## src/rtl/alu_seq_pkg.sv

```systemverilog
// Purpose: shared opcode constants and FSM state encoding for alu_sequencer.
// Latency: n/a (definitions only).
// Backpressure: n/a (definitions only).
package alu_seq_pkg;

   // Function select codes, shared by ReqOp and the ALU select lines
   localparam logic [1:0] OP_ADD = 2'b00;
   localparam logic [1:0] OP_SUB = 2'b01;
   localparam logic [1:0] OP_AND = 2'b10;
   localparam logic [1:0] OP_XOR = 2'b11;

   // Sequencer states: wait for a request, let the ALU settle, hold the result
   typedef enum logic [1:0] {
      ST_IDLE = 2'd0,
      ST_EXEC = 2'd1,
      ST_DONE = 2'd2
   } seq_state_t;

endpackage

```

## src/rtl/alu_sequencer.sv

```systemverilog
// Purpose: issues one operation at a time to an external 4-bit ALU and registers its result.
// Latency: accept at edge N gives rsp_valid_o=1 after edge N+1.
// Backpressure: req_ready_o only in IDLE; the result is held until rsp_ack_i.
// Optional ALU_SEQ_ACC_EN adds req_acc_i: an accept with req_acc_i=1 takes operand A from rsp_r.
module alu_sequencer #(
   parameter int OPCNT_W = 8
) (
   input  logic               clk_i,
   input  logic               rst_i,
   input  logic               req_valid_i,
   output logic               req_ready_o,
   input  logic [1:0]         req_op_i,
   input  logic [3:0]         req_a_i,
   input  logic [3:0]         req_b_i,
`ifdef ALU_SEQ_ACC_EN
   input  logic               req_acc_i,
`endif
   output logic [3:0]         alu_a_o,
   output logic [3:0]         alu_b_o,
   output logic [1:0]         alu_s_o,
   input  logic [3:0]         alu_r_i,
   input  logic               alu_cout_i,
   input  logic               alu_ovr_i,
   output logic               rsp_valid_o,
   input  logic               rsp_ack_i,
   output logic [3:0]         rsp_r_o,
   output logic               rsp_cout_o,
   output logic               rsp_ovr_o,
   output logic               rsp_z_o,
   output logic [OPCNT_W-1:0] op_count_o
);
   import alu_seq_pkg::*;

   seq_state_t         state_q, state_d;
   logic [3:0]         alu_a_q, alu_a_d;
   logic [3:0]         alu_b_q, alu_b_d;
   logic [1:0]         alu_s_q, alu_s_d;
   logic               rsp_valid_q, rsp_valid_d;
   logic [3:0]         rsp_r_q, rsp_r_d;
   logic               rsp_cout_q, rsp_cout_d;
   logic               rsp_ovr_q, rsp_ovr_d;
   logic               rsp_z_q, rsp_z_d;
   logic [OPCNT_W-1:0] op_count_q, op_count_d;

   // Next-state and register updates; every register holds unless its state acts on it
   always_comb begin
      state_d     = state_q;
      alu_a_d     = alu_a_q;
      alu_b_d     = alu_b_q;
      alu_s_d     = alu_s_q;
      rsp_valid_d = rsp_valid_q;
      rsp_r_d     = rsp_r_q;
      rsp_cout_d  = rsp_cout_q;
      rsp_ovr_d   = rsp_ovr_q;
      rsp_z_d     = rsp_z_q;
      op_count_d  = op_count_q;
      case (state_q)
         ST_IDLE: begin
            if (req_valid_i) begin
`ifdef ALU_SEQ_ACC_EN
               alu_a_d = req_acc_i ? rsp_r_q : req_a_i;
`else
               alu_a_d = req_a_i;
`endif
               alu_b_d = req_b_i;
               alu_s_d = req_op_i;
               state_d = ST_EXEC;
            end
         end
         ST_EXEC: begin
            // ALU operands have been stable for a full cycle: take its outputs
            rsp_r_d     = alu_r_i;
            rsp_cout_d  = alu_cout_i;
            rsp_ovr_d   = alu_ovr_i;
            rsp_z_d     = (alu_r_i == 4'd0);
            rsp_valid_d = 1'b1;
            op_count_d  = op_count_q + OPCNT_W'(1);
            state_d     = ST_DONE;
         end
         ST_DONE: begin
            if (rsp_ack_i) begin
               rsp_valid_d = 1'b0;
               state_d     = ST_IDLE;
            end
         end
         default: state_d = ST_IDLE;
      endcase
   end

   // State and data registers; reset wins over any in-flight capture or request
   always_ff @(posedge clk_i) begin
      if (rst_i) begin
         state_q     <= ST_IDLE;
         alu_a_q     <= 4'd0;
         alu_b_q     <= 4'd0;
         alu_s_q     <= 2'd0;
         rsp_valid_q <= 1'b0;
         rsp_r_q     <= 4'd0;
         rsp_cout_q  <= 1'b0;
         rsp_ovr_q   <= 1'b0;
         rsp_z_q     <= 1'b1;
         op_count_q  <= '0;
      end else begin
         state_q     <= state_d;
         alu_a_q     <= alu_a_d;
         alu_b_q     <= alu_b_d;
         alu_s_q     <= alu_s_d;
         rsp_valid_q <= rsp_valid_d;
         rsp_r_q     <= rsp_r_d;
         rsp_cout_q  <= rsp_cout_d;
         rsp_ovr_q   <= rsp_ovr_d;
         rsp_z_q     <= rsp_z_d;
         op_count_q  <= op_count_d;
      end
   end

   assign req_ready_o = (state_q == ST_IDLE);
   assign alu_a_o     = alu_a_q;
   assign alu_b_o     = alu_b_q;
   assign alu_s_o     = alu_s_q;
   assign rsp_valid_o = rsp_valid_q;
   assign rsp_r_o     = rsp_r_q;
   assign rsp_cout_o  = rsp_cout_q;
   assign rsp_ovr_o   = rsp_ovr_q;
   assign rsp_z_o     = rsp_z_q;
   assign op_count_o  = op_count_q;

endmodule
```

## config.mk

```make
export PLATFORM = sky130hd
export DESIGN_NAME = alu_sequencer
export DESIGN_NICKNAME = d
export VERILOG_FILES = /design/src/rtl/alu_seq_pkg.sv /design/src/rtl/alu_sequencer.sv
export SDC_FILE = /design/constraint.sdc
export NUM_CORES = 1
export LEC_CHECK = 0
export CORE_ASPECT_RATIO = 2
export CORE_MARGIN = 2
export CORE_UTILIZATION = 40
export DETAILED_ROUTE_END_ITERATION = 7
export PLACE_DENSITY = 0.78
export SLEW_MARGIN = 20
export SYNTH_ARGS = -nofsm -noshare
export SYNTH_HDL_FRONTEND = slang
export SYNTH_SLANG_ARGS = --single-unit
export TNS_END_PERCENT = 1
```

## constraint.sdc

```tcl
create_clock -name clk_i -period 4 [get_ports clk_i]
set_input_delay 0.8 -clock clk_i [delete_from_list [all_inputs] [get_ports clk_i]]
set_output_delay 0.8 -clock clk_i [all_outputs]
set_load 0.02 [all_outputs]
```

Word level (Yosys, flattened, before mapping)
Index checks and enable logic that the tools add are counted.

Flip-flop bits (word level): 28. Bits in latches: 0. Memory bits (writable): 0. ROM bits: 0. Input port bits: 20. Output and inout bits: 27. Logic and storage cells: 26. Memories kept: 0.

Add/sub/neg operators: 1. Multiply operators: 0. Div/mod/pow operators: 0. Order comparisons: 0. Equal/unequal tests: 4. Shift operators: 0. Mux-type cells: 5. Bitwise logic cells: 0. Reductions and logical operators: 6.

Operators with widths (count): 8-bit by 1-bit adder with 8-bit output (second input constant) (1); 2-bit case mux with 3 select lines (1); 2-bit AND reduction (3); 4-bit logical NOT (1); 2-bit two-way mux (2); 2-bit inequality test (second input constant) (2); 2-bit by 1-bit equality test with 1-bit output (second input constant) (1); 2-bit equality test (second input constant) (1); 2-bit logical NOT (1); 1-bit case mux with 2 select lines (1); 2-bit nonzero test (1); 1-bit two-way mux (1).

Logic depth before layout (Yosys ltp)
Gate-level depths: netlist of the first run.

Depth after elaboration: 3. Depth in mapped cells: 4. Depth with buffers taken out: 4.

Worst setup path before layout of the first run
No wires, ideal clock.

Path kind: input to register. From: in req_valid_i. To: reg alu_a_q[0], in the netlist alu_a_o[0]. Library setup time: 128 ps. Arrival time: 1531 ps. Data required time: 3872 ps. Setup slack: 2341 ps. Cell stages on the path: 4. Buffers on the path: 1. Cells stage by stage: nor3b_1 > buf_4 > mux2i_1 > nor2_1.

Word-level cells in the longest chain between the ends: 1.

RTL lines: start: declaration (line alu_sequencer.sv:10) `input logic req_valid_i,`; 2-bit AND reduction (no source line); end signal: assignment (line alu_sequencer.sv:105) `alu_a_q <= alu_a_d;`; end: declaration (line alu_sequencer.sv:35) `logic [3:0] alu_a_q, alu_a_d;`.

No other way between the ends. A chain may end at the register's enable or synchronous reset.

Final worst setup path of the first run
From: reg state_q[0]. To: out req_ready_o.

Word-level cells in the longest chain between the ends: 1.

RTL lines: start: declaration (line alu_sequencer.sv:34) `seq_state_t state_q, state_d;`; start signal: assignment (line alu_sequencer.sv:104) `state_q <= state_d;`; 2-bit logical NOT (line alu_sequencer.sv:117) `assign req_ready_o = (state_q == ST_IDLE);`; end: declaration (line alu_sequencer.sv:11) `output logic req_ready_o,`.

No other way between the ends.

==> results of run 1 <==
==> layout make-up <==
cell class	count	area, um2	share of cell area [%]
sequential	28	561	34.8
multi-input combinational	82	495	30.8
clock buffer	4	55.1	3.42
timing repair buffer	46	460	28.6
inverter	1	3.75	0.233
tap	28	35.0	2.18
==> sequential cells by signal (all words and copies together), names as in the netlist, 2 cells and up <==
name and flops:
op_count_o 8, alu_a_o 4, alu_b_o 4, rsp_r_o 4, alu_s_o 2, state_q 2
==> worst register-to-register path, stage by stage, from the launching register on <==
cell and delay (ns):
dfxtp_1 0.41, nor3b_2 0.81, mux2i_1 0.28, nor2_1 0.06
==> cell usage in the layout, fill, tap and decap left out, types with 3 or more instances in the layout <==
cell type	synthesis	layout
a21oi_1	13	13
nor2b_1	4	4
clkdlybuf4s50_1	0	46
nand2_1	16	16
nor2_1	15	15
dfxtp_1	28	28
or4_1	3	3
clkbuf_8	0	4
mux2i_1	10	10
==> cell usage after synthesis (all sizes together) <==
library cell and instances:
dfxtp 28, nand2 16, nor2 15, a21oi 13
mux2i 10, nor2b 4, buf 3, clkbuf 3
or4 3, nand3 2, nand4 2, o21ai 2
o31ai 2, or3 2, xnor2 2, a211o 1
ha 1, inv 1, mux2 1, nand2b 1
nand3b 1, nand4b 1, nor3 1, nor3b 1
or3b 1
==> layer usage <==
layer	track usage [%]	vias up	part of all wire (%)
met4	8.00	0	1.8
met2	28.1	32	53
met1	21.8	448	40
li1	-	486	-
met3	2.86	4	5.1
met5	0	-	0
==> power breakdown <==
| part | total, mW | internal (mW) | switching (mW) |
|---|---|---|---|
| sequential | 0.302 | 0.293 | 0.00993 |
| clock | 0.174 | 0.0881 | 0.0857 |
| combinational | 0.101 | 0.0547 | 0.0459 |
| total | 0.577 | 0.435 | 0.142 |
==> cell families (layout without fill, tap and decap cells) <==
group | Yosys count | after routing | synth area share, %
buffers and inverters | 7 | 51 | 3.22
flip-flops | 28 | 28 | 51.6
AND/OR/NAND/NOR | 50 | 50 | 23.0
multiplexers | 11 | 11 | 10.3
adder cells (fa/ha/maj) | 1 | 1 | 1.15
AO/OA/AOI/OAI | 18 | 18 | 9.10
XOR/XNOR | 2 | 2 | 1.61
==> metrics by stage <==
| stage | setup slack [ns] | instances |
|---|---|---|
| after CTS | 1.75 | 189 |
| after detailed placement | 1.45 | 185 |
| after global placement | 1.52 | 185 |
| after global routing | 1.66 | 189 |
| final | 1.77 | 189 |
| after floorplan | 2.34 | 117 |
==> worst paths after layout <==
| kind | slack, ns | end | cells after the start | from |
|---|---|---|---|---|
| setup / recovery | 1.77 | req_ready_o | 2 | state_q[0]$_SDFFE_PP0P_ |
| hold / removal | 0.46 | rsp_r_o[2]$_SDFFE_PP0P_ | 2 | rsp_r_o[2]$_SDFFE_PP0P_ |
| setup reg to reg | 2.30 | alu_s_o[1]$_SDFFE_PP0P_ | 3 | state_q[0]$_SDFFE_PP0P_ |
| hold reg to reg | 0.46 | rsp_r_o[2]$_SDFFE_PP0P_ | 2 | rsp_r_o[2]$_SDFFE_PP0P_ |
==> summary.txt, run 1 <==
Worst-Margin Slew: 0.968 ns
row cnt: 26
DRT iter0 DRCs: 18
RSZ-0062 raised after global routing: no
Initial Util: 42.3%
period utilization: 55.8%
area share of the largest cell type after synthesis: 51.6%
delay-heaviest family, CP: buffers and inverters
P&R area growth vs syn: 48.3%
remaining global-route overflow: 0
WS Path Type: register to output pin
Hold WC Path Type: register to register
Cells after Synth: 117
final net count: 183
die width: 40.8 um
mean number of vias per cell: 5.13
antenna viol nets, final: 0
Post-CTS Hold Fix Bufs: 0
post-DP HPWL: 1800 um
area post-placement: 1560 um2
post-route cell area: 1610 um2
Critical Path Sink Type: output pin
post-CTS setup buffer count: 0
Synth area leaders: dfxtp_1, mux2i_1, a21oi_1
Worst path slowest cell: clkdlybuf4s50_1
clock skew: 0.00357 ns
TritonCTS Sinks: 28
clock latency at the later pin of the worst-skew pair: 0.27 ns
syn avg cell area: 9.28 um2
fin crit period: 2.23 ns
Total Power: 577 uW
clk buf depth: 2
fillcell total: 218
Global Route Usage Sum: 17.7%
Inserted Clock Buffers: 3
Leak: 0.582 nW
initial antenna violation count: 0
# DRC: 0
hold violation count in the final report: 0
Min Hold Slack: 0.458 ns
cell taking the most area after synthesis: dfxtp_1
via count of the first global-routing pass: 904
RD Place Congestion: 0.645
maximum VDD drop: 317 uV
drt wl/cell: 12.7 um
Post-Syn Area: 1090 um2
number of diodes: 0
die area: 3170 um2
Ports: 47
Unique masters post-synth: 26
Setup violations, final: 0
CTS tree: yes
crit path cell chain: nor2_1, clkdlybuf4s50_1
number of port buffers: 46
H-tree levels: 1
largest net degree at the start of global routing: 30
crit path buf inv count: 1
DR pass1 iterations: 4
sequential cell area fraction in the yosys report: 51.6%
CP arrival: 1.43 ns
Critical Path Start Type: register
CORE AREA: 2570 um2
power density over the cells: 358 nW/um2
register bit total from synthesis: 28
Slew headroom: 35.3%
cts repair resizes: 0
maxcap violations: 0
clk slew on worst S/H paths: 0.09 ns
Root Buffer Master: clkbuf_8
critical path data required time: 3.20 ns
status: finished clean
WL final: 2390 um
Layout Utilization: 62.7%
TNS Setup: 0 ns
maximum fanout along the worst path: 8
Slew Limit Fails: 0
max incr delay on CP: 0.61 ns
maximum clock rate: 0.448 GHz
Die Height: 77.7 um
Net Count, Synth: 138
first-pass GRT wire length: 4050 um
via count: 970
Syn. warnings: 0
layout cells sized above 1: 4.97%
Power figures use the tool's default switching activity.
==> inputs of run 2 (changes only) <==
==> constraint.sdc (replaced) <==
create_clock -name clk_i -period 2.2 [get_ports clk_i]
set_input_delay 0.44 -clock clk_i [delete_from_list [all_inputs] [get_ports clk_i]]
set_output_delay 0.44 -clock clk_i [all_outputs]
set_load 0.02 [all_outputs]
==> summary.txt, run 2 (synthesized netlist as in run 1, its figures left out) <==
first-pass GRT wire length: 3980 um
layout cells sized above 1: 7.27%
Inserted Clock Buffers: 3
post-DP HPWL: 1910 um
crit path cell chain: nor2_1, clkdlybuf4s50_1
Hold WC Path Type: register to register
sequential share of power: 51.9%
Critical Path Sink Type: output pin
largest net degree at the start of global routing: 17
Psw: 263 uW
Crit. Startpoint: state_q[0]$_SDFFE_PP0P_
FF-to-FF Start: state_q[0]$_SDFFE_PP0P_
RSZ-0062 raised after global routing: no
Root Buffer Master: clkbuf_8
die width: 40.8 um
Slew Limit Fails: 0
maximum VDD drop: 563 uV
Slew headroom: 78.4%
Critical Path Start Type: register
mean number of vias per cell: 5.27
M1 GR Usage: 18.5%
Leak: 0.602 nW
antenna viol nets, final: 0
max incr delay on CP: 0.61 ns
die area: 3170 um2
fin crit period: 1.88 ns
power density over the cells: 647 nW/um2
number of port buffers: 46
Worst path slowest cell: clkdlybuf4s50_1
Min Hold Slack: 0.462 ns
maximum clock rate: 0.533 GHz
H-tree levels: 1
hold violation count in the final report: 0
post-CTS setup buffer count: 0
drt wl/cell: 12.9 um
period utilization: 85.3%
number of diodes: 0
remaining global-route overflow: 0
switch share: 24.8%
maximum fanout along the worst path: 8
gr busiest metal: met2
WS Path Type: register to output pin
CORE AREA: 2570 um2
critical path data required time: 1.76 ns
CP arrival: 1.44 ns
Ports: 47
TritonCTS Sinks: 28
clk slew on worst S/H paths: 0.09 ns
RD Place Congestion: 0.671
met2 global-route usage: 30.2%
status: finished clean
clock skew: 0.00338 ns
via count: 1017
clk buf depth: 2
most common cell after layout, fill and taps aside: clkdlybuf4s50_1
Setup violations, final: 0
cts repair resizes: 0
initial antenna violation count: 0
CTS tree: yes
P_int: 797 uW
Initial Util: 42.3%
logic gate share of total power: 18.0%
DRT iter0 DRCs: 15
max reg flops: 8
most frequent cells in the layout: clkdlybuf4s50_1, dfxtp_1, nand2_1
WL final: 2490 um
Worst-Margin Slew: 0.324 ns
clock latency at the later pin of the worst-skew pair: 0.28 ns
TNS Setup: 0 ns
DR pass1 iterations: 4
Die Height: 77.7 um
Worst Hold Launch: rsp_r_o[2]$_SDFFE_PP0P_
# DRC: 0
Global Route Usage Sum: 17.9%
grt met3 use: 3.43%
maxcap violations: 0
final net count: 187
via count of the first global-routing pass: 931
Post-CTS Hold Fix Bufs: 0
clock power share: 30.1%
row cnt: 26
P&R area growth vs syn: 51.0%
## run 2: cell count changes in the layout (fill, tap and decap cells not counted)
cell	delta
buf_4	+4
## run 2: worst max-delay path, delay by kind of cell, from the launching register on
| kind | cells | cell delay (ns) |
|---|---|---|
| buf+inv | 1 | 0.61 |
| flops | 1 | 0.41 |
| simple gates | 1 | 0.14 |
## run 2: stage by stage
step	cell area (um2)	utilization [%]	cells	power, mW	setup slack, ns
after CTS	1640	63.8	193	1.07	0.306
after floorplan	1090	-	117	0.655	0.864
after global placement	1590	61.7	189	0.749	0.574
final	1640	63.8	193	1.06	0.323
after detailed placement	1590	61.7	189	0.754	0.530
after global routing	1640	63.8	193	1.11	0.257
## run 2: final cells by class
class	count	area (um2)
flip-flops and latches	28	561
fillers	219	930
repair buffers	50	490
clock buffers	4	55.1
inverters	1	3.75
multi-input cells	82	495
well taps	28	35.0
## run 2: power by group through the flow
stage	Sequential [mW]	Combinational [mW]	Clock, mW
CTS	0.551	0.193	0.331
detailed placement	0.562	0.192	0
finish	0.551	0.191	0.319
global route	0.555	0.204	0.350
global placement	0.561	0.188	0
floorplan	0.588	0.0669	0
## run 2: layer usage
metal	share of wire, %	vias to the layer above
met5	0	-
met4	2.5	0
met3	6.0	5
met2	56	40
met1	35	479
li1	-	493
## run 2: path summary, 6_finish.rpt
path,endpoint,slack [ns],cells after the start
setup reg to reg,op_count_o[5]$_SDFFE_PP0P_,0.75,3
hold / removal,rsp_r_o[2]$_SDFFE_PP0P_,0.46,2
hold reg to reg,rsp_r_o[2]$_SDFFE_PP0P_,0.46,2
setup / recovery,req_ready_o,0.32,2
